File: config.mk
export PLATFORM = sky130hd
export DESIGN_NAME = fetch_step_unit
export DESIGN_NICKNAME = d
export VERILOG_FILES = /design/src/rtl/proc_pkg.sv /design/src/rtl/dec3to8.sv /design/src/rtl/fetch_step_unit.sv
export SDC_FILE = /design/constraint.sdc
export NUM_CORES = 1
export LEC_CHECK = 0
export CORE_MARGIN = 2
export CORE_UTILIZATION = 46
export CTS_CLUSTER_DIAMETER = 50
export DETAILED_ROUTE_END_ITERATION = 16
export GPL_ROUTABILITY_DRIVEN = 0
export GPL_TIMING_DRIVEN = 0
export HOLD_SLACK_MARGIN = 0.06
export PLACE_DENSITY = 0.79
export SLEW_MARGIN = 40
export SYNTH_ARGS = -nofsm -noshare
export SYNTH_HDL_FRONTEND = slang
export SYNTH_HIERARCHICAL = 1
export SYNTH_SLANG_ARGS = --single-unit
File: constraint.sdc
create_clock -name clock -period 2.72 [get_ports clock]
set_clock_uncertainty 0.1 [all_clocks]
set_input_delay 0.544 -clock clock [delete_from_list [all_inputs] [get_ports clock]]
set_output_delay 0.544 -clock clock [all_outputs]
set_load 0.02 [all_outputs]
File: src/rtl/proc_pkg.sv
// Shared processor-control definitions: word width, opcode map, fetch FSM states, time steps.
package proc_pkg;

  localparam int unsigned IW = 10;

  localparam logic [3:0] OP_ADD  = 4'b0000;
  localparam logic [3:0] OP_SUB  = 4'b0001;
  localparam logic [3:0] OP_SLT  = 4'b0010;
  localparam logic [3:0] OP_SLL  = 4'b0011;
  localparam logic [3:0] OP_SLR  = 4'b0100;
  localparam logic [3:0] OP_ENDI = 4'b0101;
  localparam logic [3:0] OP_MV   = 4'b0110;
  localparam logic [3:0] OP_MVI  = 4'b0111;

  typedef enum logic [1:0] {
    StIdle  = 2'b00,
    StFetch = 2'b01,
    StImm   = 2'b10,
    StExec  = 2'b11
  } state_e;

  localparam logic [2:0] T0 = 3'b000;
  localparam logic [2:0] T1 = 3'b001;
  localparam logic [2:0] T2 = 3'b010;
  localparam logic [2:0] T3 = 3'b011;

  // Codes 1000-1111 are unassigned.
  function automatic logic is_illegal(logic [3:0] op);
    return op[3];
  endfunction

endpackage

File: src/rtl/dec3to8.sv
// 3-to-8 one-hot decoder used for the X and Y register selects.
module dec3to8 (
  input  logic [2:0] sel,
  output logic [7:0] onehot
);

  always_comb begin
    onehot = 8'b0000_0001 << sel;
  end

endmodule

File: src/rtl/fetch_step_unit.sv
// Instruction fetch and time-step sequencer feeding the control unit.
// Optional build macro FETCH_ILLEGAL_TRAP_EN: illegal opcodes set Err instead of acting as NOPs.
module fetch_step_unit #(
  parameter int unsigned ADDR_W = 8,
  parameter int unsigned IW     = proc_pkg::IW
) (
  input  logic              clock,
  input  logic              Reset,
  input  logic              Run,
  input  logic              Done,
  output logic              mem_req,
  output logic [ADDR_W-1:0] mem_addr,
  input  logic              mem_ready,
  input  logic [IW-1:0]     mem_rdata,
  output logic [IW-1:0]     IR,
  output logic [3:0]        Opcode,
  output logic [7:0]        Xreg,
  output logic [7:0]        Yreg,
  output logic [IW-1:0]     DIN,
  output logic [2:0]        Tstep,
  output logic              Busy,
  output logic              Err
);

  import proc_pkg::state_e;
  import proc_pkg::StIdle;
  import proc_pkg::StFetch;
  import proc_pkg::StImm;
  import proc_pkg::StExec;
  import proc_pkg::OP_MVI;
  import proc_pkg::T0;
  import proc_pkg::T1;
  import proc_pkg::T3;
  import proc_pkg::is_illegal;

  state_e            state;
  logic [ADDR_W-1:0] pc;
  logic [ADDR_W-1:0] pc_inc;
  logic [3:0]        rdata_op;

  assign pc_inc   = pc + ADDR_W'(1);
  assign rdata_op = mem_rdata[IW-1:IW-4];
  assign Opcode   = IR[IW-1:IW-4];

  dec3to8 u_dec_x (
    .sel    (IR[5:3]),
    .onehot (Xreg)
  );

  dec3to8 u_dec_y (
    .sel    (IR[2:0]),
    .onehot (Yreg)
  );

  always_ff @(posedge clock) begin
    if (Reset) begin
      state    <= StIdle;
      pc       <= '0;
      mem_req  <= 1'b0;
      mem_addr <= '0;
      IR       <= '0;
      DIN      <= '0;
      Tstep    <= T0;
      Busy     <= 1'b0;
      Err      <= 1'b0;
    end else begin
      unique case (state)
        StIdle: begin
          if (Run && !Err) begin
            state    <= StFetch;
            mem_req  <= 1'b1;
            mem_addr <= pc;
            Busy     <= 1'b1;
          end
        end

        StFetch: begin
          if (mem_ready) begin
            IR <= mem_rdata;
            pc <= pc_inc;
            if (rdata_op == OP_MVI) begin
              // Request stays up; only the address moves on to the immediate word.
              state    <= StImm;
              mem_addr <= pc_inc;
            end else if (is_illegal(rdata_op)) begin
`ifdef FETCH_ILLEGAL_TRAP_EN
              state   <= StIdle;
              mem_req <= 1'b0;
              Busy    <= 1'b0;
              Err     <= 1'b1;
`else
              if (Run) begin
                mem_addr <= pc_inc;
              end else begin
                state   <= StIdle;
                mem_req <= 1'b0;
                Busy    <= 1'b0;
              end
`endif
            end else begin
              state   <= StExec;
              mem_req <= 1'b0;
              Tstep   <= T1;
            end
          end
        end

        StImm: begin
          if (mem_ready) begin
            DIN     <= mem_rdata;
            pc      <= pc_inc;
            mem_req <= 1'b0;
            state   <= StExec;
            Tstep   <= T1;
          end
        end

        StExec: begin
          if (Done) begin
            Tstep <= T0;
            if (Run) begin
              state    <= StFetch;
              mem_req  <= 1'b1;
              mem_addr <= pc;
            end else begin
              state <= StIdle;
              Busy  <= 1'b0;
            end
          end else if (Tstep == T3) begin
            // Control unit never finished the instruction.
            Err   <= 1'b1;
            Tstep <= T0;
            state <= StIdle;
            Busy  <= 1'b0;
          end else begin
            Tstep <= Tstep + 3'd1;
          end
        end

        default: state <= StIdle;
      endcase
    end
  end

endmodule
==> impl.org, run 1 <==
** Outcome
- Result of the run :: finished, final reports clean

** Clock tree
- Max Buffers Root-to-Sink :: 2
- Hold bufs inserted after CTS :: 0
- CTS sink cnt :: 44
- Post-CTS clock slew at the launch and capture registers of the worst setup and hold paths :: 0.09 ns
- At the later pin of the worst-skew pair, clock insertion delay measures 0.30 ns.
- CTS placed an instance of sky130_fd_sc_hd__clkbuf_8 at the clock tree root.
- TritonCTS Buffers :: 5
- Buffer count from post-CTS setup fixing :: 0
- TritonCTS built the clock tree.
- H-tree level count :: 2
- Number of gates resized after CTS :: 0

** Power and ir drop
- Dividing total power by cell area gives a power density of 738 nW/µm².
- Summing internal, switching and leakage power gives 2.25 mW.
- Worst IR Drop VDD :: 334 µV
- Static Leak :: 1.08 nW

** Synth
- Counting every instance in the synthesized netlist gives 264.
- A synthesized cell averages 8.43 µm².
- Synthesis produced a netlist with a net count of 287.
- Post-synthesis async set-or-reset flop share :: 0%
- Number of warnings issued by yosys :: 6
- Number of flip-flops and latches in the synthesized netlist :: 44
- Among all flip-flop cells after synthesis, the most frequent one is sky130_fd_sc_hd__dfxtp_1.
- Sequential share of the synthesized area :: 39.6%
- Post-synth design cell area :: 2220 µm²
- Yosys mapped the design onto 44 distinct sky130hd cell types.
- Number of flops mapped to enable cells by yosys :: 0

** Global routing
- Across every metal layer, demand over resource in global routing totals 21.1%.
- The via count of the first global-routing pass is 1,950.
- The first global-routing pass estimated 8840 µm of wire.
- Entering global routing, the biggest net connects 14 pins.
- For this run the aggregate overflow at the end of global routing stands at 0.
- Initial antenna violation count :: 0

** Finish
- Top library cells by usage in the layout, fill and taps aside :: sky130_fd_sc_hd__clkdlybuf4s50_1 (67), sky130_fd_sc_hd__nand2_1 (49), sky130_fd_sc_hd__dfxtp_1 (44), sky130_fd_sc_hd__a21oi_1 (39), sky130_fd_sc_hd__nor2_1 (10)
- Compared with the post-synthesis result, the final layout area differs by 37.4%.
- Leading cell type in the layout, fill and taps excluded :: sky130_fd_sc_hd__clkdlybuf4s50_1
- Share of cells above drive strength 1 :: 7.67%
- Final core area utilization :: 65.1%
- Antenna fix cells :: 0
- In the final design database the tool counted 361 nets.

** Placed design
- During placement, the flow inserted port buffers numbering 67.
- Detailed placement finished with a half-perimeter wire length of 3970 µm.

** Flow run
- Total of max-cap violations :: 0

** Routing
- Met1 layer wirelength in the final routing :: 2520 µm
- Wires add up to 5370 µm.
- After detailed routing, the number of vias per cell comes to 5.46.
- For this run, design rule violations remaining after detail routing come to 0.
- WL/cell :: 13.7 µm
- The detailed router placed 2,146 vias in this run.
- Before antenna repair, the detailed router went through 4 iterations.
- Met2 wirelength from detailed routing :: 2490 µm
- After detailed routing, the met3 layer carries 267 µm of wire.
- After detailed routing, no signal wire sits above met4.
- DR iter-0 viols :: 137
- The detail route stage leaves a number of antenna-violating nets equal to 0.

** Timing
- Worst hold slack :: 0.356 ns
- # setup viols final :: 0
- Count of final hold-check violations :: 0
- The worst pin sits at a relative slew slack of 53.7%.
- Total Negative Setup Slacks :: 0 ns
- For this run, the top clock speed supported by timing is 0.418 GHz.
- Tcrit/Tclk final :: 88.0%
- Final-report max-slew violation count :: 0
- Unrepaired setup endpoints after global routing :: no
- For the pin with the worst max-slew slack, the measured transition is 0.692 ns.
- Period minus WS final :: 2.39 ns

** Hold path
- Type of the worst min-delay path :: flip-flop to flip-flop
- Source of the worst hold timing path :: DIN[0]

** Worst setup path
- Data on the critical path is required at its endpoint by 2.79 ns.
- Type of the setup path with the least slack :: input port to flip-flop
- In this run the worst setup path begins at Run.
- Data on the critical path arrives at its endpoint at 2.47 ns.
- In this run the worst path has a maximum fanout of 9.
- Critical Path Start Type :: input port
- STA classifies the critical path endpoint as a flip-flop.

** Floorplanning
- During I/O placement, the number of pins put on the boundary was 69.
- Chip width :: 73.5 µm
- The initial utilization of the core area, before any placement, comes to 47.4%.
- Rows :: 25
- Floorplan die area :: 5410 µm²
- Placeable core region :: 4690 µm²
- Die outline height :: 73.5 µm
state kept, by name, summed over array words and instances, names as in the netlist, named ones only:
name,flops
mem_req,1
Tstep,3
pc,8
Busy,1
mem_addr,8
state,1
IR,10
Err,1
DIN,10
Yosys cell counts (5+ instances only):
cell type | count | share of area (%)
sky130_fd_sc_hd__a211oi_1 | 8 | 2.7
sky130_fd_sc_hd__a21oi_1 | 39 | 8.8
sky130_fd_sc_hd__and3b_2 | 6 | 2.7
sky130_fd_sc_hd__buf_4 | 5 | 1.7
sky130_fd_sc_hd__clkbuf_1 | 8 | 1.3
sky130_fd_sc_hd__dfxtp_1 | 44 | 40
sky130_fd_sc_hd__ha_1 | 8 | 4.5
sky130_fd_sc_hd__nand2_1 | 49 | 8.3
sky130_fd_sc_hd__nand2b_1 | 5 | 1.4
sky130_fd_sc_hd__nand3_1 | 5 | 1.1
sky130_fd_sc_hd__nor2_1 | 10 | 1.7
sky130_fd_sc_hd__nor2b_1 | 5 | 1.4
sky130_fd_sc_hd__nor3_1 | 8 | 1.8
sky130_fd_sc_hd__nor3b_1 | 7 | 2.4
sky130_fd_sc_hd__xnor2_1 | 6 | 2.4
sky130_fd_sc_hd__xor2_1 | 5 | 2.0
logic make-up after synthesis:
group                    Yosys count  synth area share (%)
XOR/XNOR                          11                  4.33
multiplexers                       3                  1.41
adder cells (fa/ha/maj)            8                  4.50
AO/OA/AOI/OAI                     66                  19.2
flip-flops                        44                  39.6
buffers and inverters             20                  4.61
AND/OR/NAND/NOR                  112                  26.3
worst paths after layout:
path	to	slack, ns	cells after the start
max	mem_addr[6]	0.33	6
max reg2reg	mem_req	0.38	7
min reg2reg	DIN[0]	0.36	2
min	DIN[0]	0.36	2
worst max-delay path: stages:
cell and delay (ns):
sky130_fd_sc_hd__clkdlybuf4s50_1 0.59, sky130_fd_sc_hd__nand2b_1 0.17, sky130_fd_sc_hd__a2111oi_4 0.63, sky130_fd_sc_hd__and2_1 0.22, sky130_fd_sc_hd__buf_2 0.20, sky130_fd_sc_hd__a311oi_1 0.11
routing by layer:
| layer | vias up | track usage [%] |
|---|---|---|
| met5 | - | 0 |
| met4 | 0 | 7.47 |
| met3 | 8 | 4.53 |
| met2 | 65 | 35.1 |
| met1 | 1003 | 26.9 |
| li1 | 1070 | - |
final cells by class:
type                       count  area (µm²)
clock inverter                 1        7.51
tap                           54        67.6
fill                         433        1640
sequential                    44         881
inverter                       4        15.0
timing repair buffer          67         671
clock buffer                   7        86.3
buffer                        16        87.6
multi-input combinational    200        1240
where the power goes:
group          internal, mW  total, mW  switching, mW
clock network         0.206      0.426          0.220
logic                 0.465      0.988          0.523
registers             0.751      0.840         0.0893
total                  1.42       2.25          0.832
through the flow:
step,setup slack (ns),instances,instance area (µm²)
finish,0.327,393,3060
global route,0.236,393,3060
CTS,0.322,393,3060
detailed placement,0.0483,385,2960
global placement,0.0843,385,2960
floorplan,0.508,264,2220
Power figures use the tool's default switching activity.
==> inputs of run 2 (changes only) <==
--- a/config.mk
+++ b/config.mk
@@ -6,13 +6,13 @@
 export NUM_CORES = 1
 export LEC_CHECK = 0
 export CORE_MARGIN = 2
-export CORE_UTILIZATION = 46
+export CORE_UTILIZATION = 50
 export CTS_CLUSTER_DIAMETER = 50
 export DETAILED_ROUTE_END_ITERATION = 16
 export GPL_ROUTABILITY_DRIVEN = 0
 export GPL_TIMING_DRIVEN = 0
 export HOLD_SLACK_MARGIN = 0.06
-export PLACE_DENSITY = 0.79
+export PLACE_DENSITY = 0.85
 export SLEW_MARGIN = 40
 export SYNTH_ARGS = -nofsm -noshare
 export SYNTH_HDL_FRONTEND = slang
==> constraint.sdc (replaced) <==
create_clock -name clock -period 2.8 [get_ports clock]
set_clock_uncertainty 0.1 [all_clocks]
set_input_delay 0.56 -clock clock [delete_from_list [all_inputs] [get_ports clock]]
set_output_delay 0.56 -clock clock [all_outputs]
set_load 0.02 [all_outputs]
==> run 2 against run 1 <==
Compared with the run above:
- die area shrank 7.6%
- clock power down 4%
- utilization grew 5.5 points
- sequential share of layout area is essentially flat
- worst hold slack barely moved
- total power down 3.0%
- largest cell class unchanged
==> impl.org, run 2 (synthesis results as in run 1) <==
** Routing
- For this run, design rule violations remaining after detail routing come to 0.
- Detailed routing inserted a total of 2,136 vias.
- After detailed routing, the number of vias per cell comes to 5.46.
- For this block, the initial DRC count from the detailed router was 94.
- Number of search-and-repair iterations in the first detailed-routing pass :: 4
- Wires add up to 5530 µm.
- Post-route ant nets :: 0
- WL/cell :: 14.1 µm

** Global routing
- The number of antenna violations at the first check in global routing came to 0.
- The via count of the first global-routing pass was 1,983.
- Combined global-route utilization of all metal layers :: 22.2%
- Total congestion overflow :: 0
- Entering global routing, the biggest net connects 14 pins.
- The first global-routing pass estimated 9020 µm of wire.

** Power and ir drop
- Total power per unit cell area :: 716 nW/µm²
- Worst IR Drop VDD :: 471 µV
- Internal power comes to 1.38 mW.
- Net switching is 36.8% of the power.
- Power consumption :: 2.19 mW
- Register share of total power :: 37.4%
- For this design the static power due to leakage is 1.08 nW.
- Switching power :: 0.804 mW
- Comb pwr share :: 43.9%
- Clock group share of total power :: 18.7%

** Finish
- Counting the fill cells in the layout gives 385.
- Antenna fix cells :: 0
- In the final layout, the share of cells above drive strength 1 is 7.67%.
- The largest registers in the layout are DIN (10), IR (10).
- Leaving out fill and tap cells, the most frequent cells in the layout are sky130_fd_sc_hd__clkdlybuf4s50_1 (67), sky130_fd_sc_hd__nand2_1 (49), sky130_fd_sc_hd__dfxtp_1 (44), sky130_fd_sc_hd__a21oi_1 (39), sky130_fd_sc_hd__nor2_1 (10).
- Count of nets after finishing :: 361
- Relative to the synthesized area, the layout overhead comes to 37.3%.
- Leading cell type in the layout, fill and taps excluded :: sky130_fd_sc_hd__clkdlybuf4s50_1

** Timing
- For the pin with the worst max-slew slack, the measured transition is 0.679 ns.
- Remaining max-slew budget at the tightest pin :: 54.6%
- Final-report max-slew violation count :: 0
- Tcrit/Tclk final :: 84.9%
- Setup repair after global routing left no endpoint under its margin.
- For this run, the top clock speed supported by timing is 0.421 GHz.
- Total Negative Setup Slacks :: 0 ns
- Period minus WS final :: 2.38 ns
- Worst hold slack :: 0.357 ns
- The worst path meets setup with 0.422 ns of slack.
- # setup viols final :: 0
- The final hold violation count is 0.

** Floorplanning
- The floorplan step defined a die boundary enclosing 5000 µm².
- Chip width :: 70.7 µm
- I/O Pins :: 69
- Initial standard-cell utilization of the core :: 51.4%
- Die outline height :: 70.7 µm
- Rows :: 24
- Placeable core region :: 4320 µm²

** Worst setup path
- Worst r2r path cells :: 7
- Nature of the critical path endpoint :: flip-flop
- Max Fanout on Critical Path :: 8
- STA puts the critical path data required time at 2.89 ns.
- Type of the setup path with the least slack :: flip-flop to flip-flop
- STA puts the critical path data arrival time at 2.47 ns.
- In this run the register-to-register setup slack is 0.42 ns.
- Worst r2r dst :: mem_req
- Critical Path Start Type :: flip-flop

** Hold path
- Hold Crit Depth :: 2
- The startpoint identified for the worst hold timing path is DIN[2].
- Type of the worst min-delay path :: flip-flop to flip-flop
- The path with the worst hold slack has its endpoint at DIN[2].

** Clock tree
- Gates resized during post-CTS repair numbered 0.
- Buffers added to address setup during post-CTS repair amount to 0.
- The clock drives 44 sinks.
- H-tree level count :: 2
- TritonCTS Buffers :: 5
- Hold bufs inserted after CTS :: 0
- CTS placed an instance of sky130_fd_sc_hd__clkbuf_8 at the clock tree root.
- TritonCTS built the clock tree.
- Post-CTS clock slew at the launch and capture registers of the worst setup and hold paths :: 0.08 ns
- Clock latency on the worst-skew pair, taken at its later pin, is 0.29 ns.
- Counting along the longest clock path gives a buffer depth of 2.

** Placed design
- DP HPWL :: 4150 µm
- Buffers on Ports :: 67
- Worst slack after detailed placement :: 0.159 ns

** Flow run
- Total of max-cap violations :: 0

** Outcome
- Result of the run :: finished, final reports clean
run 2: cell counts in the layout (fill, tap and decap cells not counted):
Identical to the previous run, type by type.
run 2: cell type report:
class | instances | area (µm²) | area share, %
clock inverter | 1 | 7.51 | 0.246
clock buffer | 7 | 86.3 | 2.83
inverter | 4 | 15.0 | 0.492
tap | 52 | 65.1 | 2.13
buffer | 16 | 87.6 | 2.87
multi-input combinational | 200 | 1240 | 40.6
sequential | 44 | 881 | 28.8
timing repair buffer | 67 | 671 | 22.0
run 2: worst max-delay path, stage by stage (launching register included):
cell	delay, ns
sky130_fd_sc_hd__dfxtp_1	0.41
sky130_fd_sc_hd__inv_1	0.12
sky130_fd_sc_hd__ha_1	0.21
sky130_fd_sc_hd__buf_6	0.14
sky130_fd_sc_hd__nor2b_4	0.13
sky130_fd_sc_hd__or4_4	0.55
sky130_fd_sc_hd__a221oi_2	0.27
sky130_fd_sc_hd__mux2_1	0.34
run 2: worst max path at each step:
stage	start	end	slack (ns)	cells past startpoint
3_5_place_dp	Run	mem_addr[6]	0.16	6
2_1_floorplan	flip-flop	mem_req	0.59	7
5_1_grt	Run	mem_addr[0]	0.31	6
4_1_cts	flip-flop	mem_req	0.41	7
3_3_place_gp	Run	mem_addr[6]	0.19	6
6_report	flip-flop	mem_req	0.42	7
run 2: layer usage:
layer	global-route usage (%)	routed length, µm	up-vias
met5	0	0	-
met3	5.13	283	6
met2	39.4	2730	60
met1	27.4	2460	994
met4	5.24	53	0
li1	-	-	1076
run 2: metrics by stage:
step                instance area, µm²  util, %  std cells
global route                      3050     70.6        391
finish                            3050     70.6        391
floorplan                         2220        -        264
CTS                               3050     70.6        391
global placement                  2960     68.5        383
detailed placement                2960     68.5        383
run 2: power by group through the flow:
| stage | clock (mW) | combinational, mW | sequential [mW] |
|---|---|---|---|
| 6_report | 0.409 | 0.959 | 0.818 |
| 3_3_place_gp | 0 | 0.935 | 0.827 |
| 2_1_floorplan | 0 | 0.488 | 0.927 |
| 4_1_cts | 0.414 | 0.962 | 0.818 |
| 5_1_grt | 0.434 | 1.04 | 0.837 |
| 3_5_place_dp | 0 | 0.955 | 0.831 |
